<file path="src/rtl/result_drain_pkg.sv">
// result_drain_pkg
// Shared definitions for the result drain stream: FSM state encoding,
// default widths, skid buffer depth and FP32 field helpers.
package result_drain_pkg;

    localparam int ADDR_WIDTH_DEF = 12;
    localparam int DATA_WIDTH_DEF = 32;
    localparam int DIM_WIDTH_DEF  = 16;

    // Entries in the output skid buffer; two cover the 1-cycle SRAM latency
    // so the stream keeps one beat per cycle.
    localparam int SKID_DEPTH = 2;

    typedef enum logic [3:0] {
        IDLE  = 4'b0001,
        FETCH = 4'b0010,
        DRAIN = 4'b0100,
        DONE  = 4'b1000
    } state_t;

    localparam int         FP32_SIGN_BIT = 31;
    localparam logic [7:0] FP32_EXP_ONES = 8'hFF;

    // NaN: exponent all ones with a non-zero mantissa (infinities excluded).
    function automatic logic fp32_is_nan(input logic [31:0] w);
        return (w[30:23] == FP32_EXP_ONES) && (w[22:0] != 23'd0);
    endfunction

endpackage

</file>
<file path="src/rtl/result_skid_fifo.sv">
// result_skid_fifo
// Two-entry FIFO holding {data,row,col,last} beats between the SRAM read
// return and the output stream.
// Ports:
//   clk, reset_n      clock, asynchronous active-low reset
//   push, wr_data     write one entry (accepted when not full, or when
//                     full and popping in the same cycle)
//   pop               remove the head entry (ignored when empty)
//   rd_data           head entry, stable until popped
//   count             current occupancy 0..2
//   empty, full       occupancy flags
module result_skid_fifo
    import result_drain_pkg::*;
#(
    parameter int WIDTH = 8
) (
    input  logic             clk,
    input  logic             reset_n,
    input  logic             push,
    input  logic             pop,
    input  logic [WIDTH-1:0] wr_data,
    output logic [WIDTH-1:0] rd_data,
    output logic [1:0]       count,
    output logic             empty,
    output logic             full
);

    logic [WIDTH-1:0] mem [SKID_DEPTH];
    logic             wr_ptr;
    logic             rd_ptr;
    logic             do_push;
    logic             do_pop;

    assign do_pop  = pop && !empty;
    assign do_push = push && (!full || do_pop);

    always_ff @(posedge clk or negedge reset_n) begin
        if (!reset_n) begin
            for (int i = 0; i < SKID_DEPTH; i++) begin
                mem[i] <= '0;
            end
            wr_ptr <= 1'b0;
            rd_ptr <= 1'b0;
            count  <= 2'd0;
        end else begin
            if (do_push) begin
                mem[wr_ptr] <= wr_data;
                wr_ptr      <= ~wr_ptr;
            end
            if (do_pop) begin
                rd_ptr <= ~rd_ptr;
            end
            count <= count + 2'(do_push) - 2'(do_pop);
        end
    end

    assign rd_data = mem[rd_ptr];
    assign empty   = (count == 2'd0);
    assign full    = (count == 2'd2);

endmodule

</file>
<file path="src/rtl/result_drain_stream.sv">
// result_drain_stream
// Reads result SRAM addresses 0..m*p-1 in order after a start request and
// presents each word on a valid/ready stream with row/column indices and a
// last flag. A 2-entry skid buffer absorbs the 1-cycle SRAM read latency.
// Optional build macro RESULT_DRAIN_RELU_EN: applies FP32 ReLU to out_data
// at the buffer output (negative non-NaN words, including -0, become +0).
// Ports:
//   clk, reset_n               clock, asynchronous active-low reset
//   start, num_rows, num_cols  drain request and dimensions (IDLE only)
//   busy, done                 transfer in progress / one-cycle completion
//   sram_result_read_address   registered read address
//   sram_result_read_data      data for the previous cycle's address
//   out_valid, out_ready       stream handshake
//   out_data, out_row, out_col, out_last  beat payload
module result_drain_stream
    import result_drain_pkg::*;
#(
    parameter int ADDR_WIDTH = ADDR_WIDTH_DEF,
    parameter int DATA_WIDTH = DATA_WIDTH_DEF,
    parameter int DIM_WIDTH  = DIM_WIDTH_DEF
) (
    input  logic                  clk,
    input  logic                  reset_n,
    input  logic                  start,
    input  logic [DIM_WIDTH-1:0]  num_rows,
    input  logic [DIM_WIDTH-1:0]  num_cols,
    output logic                  busy,
    output logic                  done,
    output logic [ADDR_WIDTH-1:0] sram_result_read_address,
    input  logic [DATA_WIDTH-1:0] sram_result_read_data,
    output logic                  out_valid,
    input  logic                  out_ready,
    output logic [DATA_WIDTH-1:0] out_data,
    output logic [DIM_WIDTH-1:0]  out_row,
    output logic [DIM_WIDTH-1:0]  out_col,
    output logic                  out_last
);

    localparam int CNT_W   = 2 * DIM_WIDTH;
    localparam int ENTRY_W = DATA_WIDTH + 2 * DIM_WIDTH + 1;

    state_t                state;
    state_t                state_nx;
    logic [DIM_WIDTH-1:0]  rows_q;
    logic [DIM_WIDTH-1:0]  cols_q;
    logic [CNT_W-1:0]      total_q;
    logic [CNT_W-1:0]      issue_cnt;
    logic [ADDR_WIDTH-1:0] addr_p0;
    logic [DIM_WIDTH-1:0]  row_p0;
    logic [DIM_WIDTH-1:0]  col_p0;
    logic                  last_p0;
    logic                  vld_p0;
    logic                  vld_p1;
    logic [DIM_WIDTH-1:0]  row_p1;
    logic [DIM_WIDTH-1:0]  col_p1;
    logic                  last_p1;
    logic                  accept;
    logic                  pop;
    logic                  credit_ok;
    logic [1:0]            fifo_count;
    logic                  fifo_empty;
    logic                  fifo_full;
    logic [ENTRY_W-1:0]    push_entry;
    logic [ENTRY_W-1:0]    head_entry;
    logic [DATA_WIDTH-1:0] head_data;

`ifdef RESULT_DRAIN_RELU_EN
    function automatic logic [DATA_WIDTH-1:0] relu(input logic [DATA_WIDTH-1:0] w);
        if (w[FP32_SIGN_BIT] && !fp32_is_nan(w)) begin
            return '0;
        end
        return w;
    endfunction
`endif

    assign accept    = (state == IDLE) && start;
    assign out_valid = !fifo_empty;
    assign pop       = out_valid && out_ready;

    // A new read may issue only if, after this edge, buffered entries plus
    // the read already in flight leave a free slot. Counting this cycle's pop
    // is what lets the stream sustain one beat per cycle.
    assign credit_ok = vld_p1 ? (fifo_empty || (pop && !fifo_full))
                              : (!fifo_full || pop);
    assign vld_p0    = (state == FETCH) && (issue_cnt != total_q) && credit_ok;
    assign last_p0   = (row_p0 == rows_q - DIM_WIDTH'(1)) &&
                       (col_p0 == cols_q - DIM_WIDTH'(1));

    always_comb begin
        state_nx = state;
        case (state)
            IDLE:  if (start) state_nx = FETCH;
            // Zero-size matrices are detected on the registered total, one
            // cycle after the start is accepted.
            FETCH: begin
                if (total_q == '0) begin
                    state_nx = DONE;
                end else if (vld_p0 && (issue_cnt == total_q - CNT_W'(1))) begin
                    state_nx = DRAIN;
                end
            end
            // Leave once nothing is in flight and the buffer empties at this edge.
            DRAIN: if (!vld_p1 && (fifo_count == {1'b0, pop})) state_nx = DONE;
            DONE:  state_nx = IDLE;
            default: state_nx = IDLE;
        endcase
    end

    // Stage p0: issue read address and the indices of the word it returns
    always_ff @(posedge clk or negedge reset_n) begin
        if (!reset_n) begin
            state     <= IDLE;
            rows_q    <= '0;
            cols_q    <= '0;
            total_q   <= '0;
            issue_cnt <= '0;
            addr_p0   <= '0;
            row_p0    <= '0;
            col_p0    <= '0;
        end else begin
            state <= state_nx;
            if (accept) begin
                rows_q    <= num_rows;
                cols_q    <= num_cols;
                total_q   <= CNT_W'(num_rows) * CNT_W'(num_cols);
                issue_cnt <= '0;
                addr_p0   <= '0;
                row_p0    <= '0;
                col_p0    <= '0;
            end else if (vld_p0) begin
                issue_cnt <= issue_cnt + CNT_W'(1);
                addr_p0   <= addr_p0 + ADDR_WIDTH'(1);
                if (col_p0 == cols_q - DIM_WIDTH'(1)) begin
                    col_p0 <= '0;
                    row_p0 <= row_p0 + DIM_WIDTH'(1);
                end else begin
                    col_p0 <= col_p0 + DIM_WIDTH'(1);
                end
            end
        end
    end

    // Stage p1: SRAM data returns; indices travel alongside into the buffer
    always_ff @(posedge clk or negedge reset_n) begin
        if (!reset_n) begin
            vld_p1  <= 1'b0;
            row_p1  <= '0;
            col_p1  <= '0;
            last_p1 <= 1'b0;
        end else begin
            vld_p1 <= vld_p0;
            if (vld_p0) begin
                row_p1  <= row_p0;
                col_p1  <= col_p0;
                last_p1 <= last_p0;
            end
        end
    end

    assign push_entry = {sram_result_read_data, row_p1, col_p1, last_p1};

    result_skid_fifo #(
        .WIDTH (ENTRY_W)
    ) u_skid (
        .clk     (clk),
        .reset_n (reset_n),
        .push    (vld_p1),
        .pop     (pop),
        .wr_data (push_entry),
        .rd_data (head_entry),
        .count   (fifo_count),
        .empty   (fifo_empty),
        .full    (fifo_full)
    );

    // Stage p2: buffer head drives the stream
    assign {head_data, out_row, out_col, out_last} = head_entry;

`ifdef RESULT_DRAIN_RELU_EN
    assign out_data = relu(head_data);
`else
    assign out_data = head_data;
`endif

    assign sram_result_read_address = addr_p0;
    assign busy                     = (state != IDLE);
    assign done                     = (state == DONE);

endmodule
</file>
<file path="config.mk">
export PLATFORM = sky130hd
export DESIGN_NAME = result_drain_stream
export DESIGN_NICKNAME = d
export VERILOG_FILES = /design/src/rtl/result_drain_pkg.sv /design/src/rtl/result_skid_fifo.sv /design/src/rtl/result_drain_stream.sv
export SDC_FILE = /design/constraint.sdc
export NUM_CORES = 1
export LEC_CHECK = 0
export ABC_AREA = 0
export BUFFER_PORTS_ARGS = -buffer_cell sky130_fd_sc_hd__clkbuf_2
export CAP_MARGIN = 20
export CORE_ASPECT_RATIO = 1.4
export CORE_MARGIN = 2
export CORE_UTILIZATION = 40
export CTS_BUF_LIST = sky130_fd_sc_hd__clkbuf_16
export DETAILED_ROUTE_END_ITERATION = 7
export SYNTH_ARGS = -nofsm -noshare
export SYNTH_HDL_FRONTEND = slang
export SYNTH_SLANG_ARGS = --single-unit
</file>
<file path="constraint.sdc">
create_clock -name clk -period 3.4 [get_ports clk]
set_input_delay 0 -clock clk [delete_from_list [all_inputs] [get_ports clk]]
set_output_delay 0 -clock clk [all_outputs]
set_load 0.01 [all_outputs]
</file>
==> impl_results.md <==
- Outcome: finished, violations left
- Violated checks: setup timing
- Setup Skew: 34.0 ps
- Slew Limit Fails: 0
- Register area share after synthesis: 0.322
- Ant. Diodes: 0
- Net count after synthesis: 2818
- Total wire length: 61900 µm
- Overall power: 31.6 mW
- Fmax achieved: 209 MHz
- CTS max path bufs: 3
- Yosys reg bits: 312
- Vias per inst: 5.17
- Synth top area share: 0.321
- Placement Cell Area: 0.0274 mm²
- Avg WL per Cell: 17.1 µm
- Iter 0 DRT Violations: 877
- Area growth from synthesis to layout: 22.9%
- Worst Path Max Fanout: 5
- Static leakage: 14.6 nW
- Top cell by count, worst path: fa_1
- Top-count cell post-synth: nand2_1
- Clk slew on worst S/H paths: 70 ps
- # rows: 106
- First-pass GRT wire length: 100000 µm
- Post-synthesis async set-or-reset flop share: 1.00
- Non-Filler Instances: 3618
- Max incr delay on CP: 560 ps
- Die Span X: 212 µm
- DRT Pass-1 Iters: 7
- Core Area: 0.0598 mm²
- Starting Density: 0.405
- Filler cell count: 5471
- Rel. slew slack: 0.415
- Final setup fails: 23
- I/O pin total: 148
- Met3 WL: 2240 µm
- Setup WS post-layout: -1380 ps
- Synth Flop Type: dfrtp_1
- Via Count: 18.7k
- Pwr/cell area: 1060 mW/mm²
- Worst-skew pair later-pin latency: 600 ps
- Setup crit end kind: flip-flop
- RSZ-0062 raised after global routing: true
- Finished Cell Area: 0.0298 mm²
- Post-synthesis cell type with the largest combined area: dfrtp_1
- H-tree level count: 1
- Hold Vio Cnt, Final: 0
- GPL Wtd Cong: 0.896
- Synth area leaders: dfrtp_1 32%, fa_1 16%, mux2_2 11%
- Number of synthesis warnings: 0
- WHS Path Cells: 4
- Largest net degree at the start of global routing: 99
- Total clock buffers created by CTS: 31
- Slew @ Worst Pin: 875 ps
- CP startpoint kind: input port
- DP HPWL: 47800 µm
- Synth Cell Area: 0.0242 mm²
- Cell count after synthesis: 2443
- DR DRC count: 0
- Die Height: 295 µm
- Most frequent cells after synthesis: 323 x nand2_1, 311 x dfrtp_1, 238 x inv_1
- Wl on met1: 24300 µm
- Final ANT Viol Nets: 0
- IO Port Bufs: 147
- Worst path cell trace: clkbuf_16 -> and2_4 -> fa_1 -> inv_2 -> fa_1 -> fa_1 -> fa_1 -> inv_2 -> fa_1 -> fa_1 -> ha_4 -> a21o_1 -> a211o_1 -> o211ai_1 -> o41ai_4 -> buf_4 -> a21oi_4 -> o21bai_4 -> a41oi_2 -> buf_4 -> nand4b_1 -> nand3_1
- MaxCap Viol Count: 0
- Setup CP Type: in -> reg
- Synth cell types: 70
- Die ar.: 0.0626 mm²
- Initial antenna violation count: 0
- Post-route minimum period: 4780 ps
- Vias in the first global route: 19.9k
- Layout cells sized above 1: 0.275
- GRT Total Usage: 0.198
- CP Data Arrival Time: 5310 ps
- Top sig layer: met4
- R2R cell count: 12
- DP Cell Count: 3484
- Metal2 WL: 33700 µm
- Clock sinks: 312
- Slowest CP cell: fa_1
- HP Class: in -> reg
- Worst EP required: 3930 ps
- Total grt overflow: 0
- CTS tree: done
- Syn_area_per_cell: 9.92 µm²
- Post-layout nets: 3160
- Root Driver: clkbuf_16
- VDD IR max: 1.46 mV
- Post-synth EDFFs: 0
- Final Cycle Share: 1.41
final timing paths:
path                            slack, ps                       from                           to
worst min register to register        480  u_skid.mem[0]$_DFFE_PN0P_    u_skid.mem[0]$_DFFE_PN0P_
worst max register to register        170      cols_q[1]$_DFFE_PN0P_       row_p0[15]$_DFFE_PN0P_
worst min-delay path                   30               num_cols[14]       cols_q[14]$_DFFE_PN0P_
min in group asynchronous              40                    reset_n  u_skid.mem[126]$_DFFE_PN0P_
max in group asynchronous            2470                    reset_n       row_p1[14]$_DFFE_PN0P_
worst max-delay path                -1380                num_cols[5]      total_q[24]$_DFFE_PN0P_
cells in the final DEF (no fill, tap or decap), types with 69 or more instances in the layout:
| master | instances |
|---|---|
| nor2_1 | 89 |
| inv_1 | 234 |
| dfrtp_1 | 310 |
| ha_1 | 98 |
| fa_1 | 189 |
| xor2_1 | 81 |
| buf_4 | 190 |
| and2_1 | 112 |
| clkbuf_2 | 124 |
| mux2_2 | 228 |
| xnor2_1 | 75 |
| nand2_1 | 310 |
| o21ai_0 | 69 |
state kept, by name, summed over array words and instances, names as in the netlist, 2 cells and up:
signal                    count
cols_q                       16
total_q                      32
sram_result_read_address     12
col_p1                       16
state                         4
row_p0                       16
row_p1                       16
issue_cnt                    32
col_p0                       16
rows_q                       16
u_skid.count                  2
u_skid.mem                  130
what timing repair did:
action,in CTS,in global routing
cloned,0,1
hold endpoints to repair,192,0
buffers inserted,10,9
resized for setup,79,86
endpoints found under the setup margin,33,50
pin swaps,64,59
hold buffers,61,0
final cells by class:
type	instances	area, µm²	share of cell area
inverters	238	893	0.0300
clock inverters	25	238	0.00798
repair buffers	432	3400	0.114
multi-input cells	1770	15600	0.526
clock buffers	31	776	0.0261
flip-flops and latches	312	7810	0.262
well taps	810	1010	0.0340
routing by layer:
| layer | vias up | global-route usage |
|---|---|---|
| li1 | 8756 | - |
| met1 | 9473 | 0.226 |
| met2 | 363 | 0.383 |
| met3 | 103 | 0.0202 |
| met4 | 0 | 0.0601 |
| met5 | - | 0 |
power breakdown:
part	switching (mW)	total (mW)	internal (mW)	leakage, nW
Combinational	11.3	22.7	11.4	9.91
Sequential	0.877	5.49	4.61	4.12
Clock	1.48	3.44	1.96	0.518
through the flow:
step	util	setup slack (ps)	hold WS, ps	TNS [ps]
global route	0.498	-1570	34.7	-28290
finish	0.498	-1380	27.5	-24570
floorplan	-	-1640	-296	-27930
CTS	0.492	-1480	14.3	-24970
global placement	0.458	-2080	85.7	-42030
detailed placement	0.458	-2210	95.1	-44070
cells by family (layout without fill, tap and decap cells):
family,Yosys count,after routing,synth area share
and+or+nand+nor,806,806,0.166
buffers and inverters,362,726,0.0576
DFF,312,312,0.322
adders and majority gates,307,307,0.219
AOI/OAI and AO/OA,259,260,0.0677
muxes,235,235,0.109
xor gates and xnor gates,162,162,0.0586
worst max-delay path, delay by kind of cell:
family	cells	cell delay [ps]
AND/OR/NAND/NOR	3	340
AO/OA/AOI/OAI	7	1120
buffers and inverters	5	520
adder cells (fa/ha/maj)	7	3310
No activity file was read; power rests on OpenSTA's default activity.
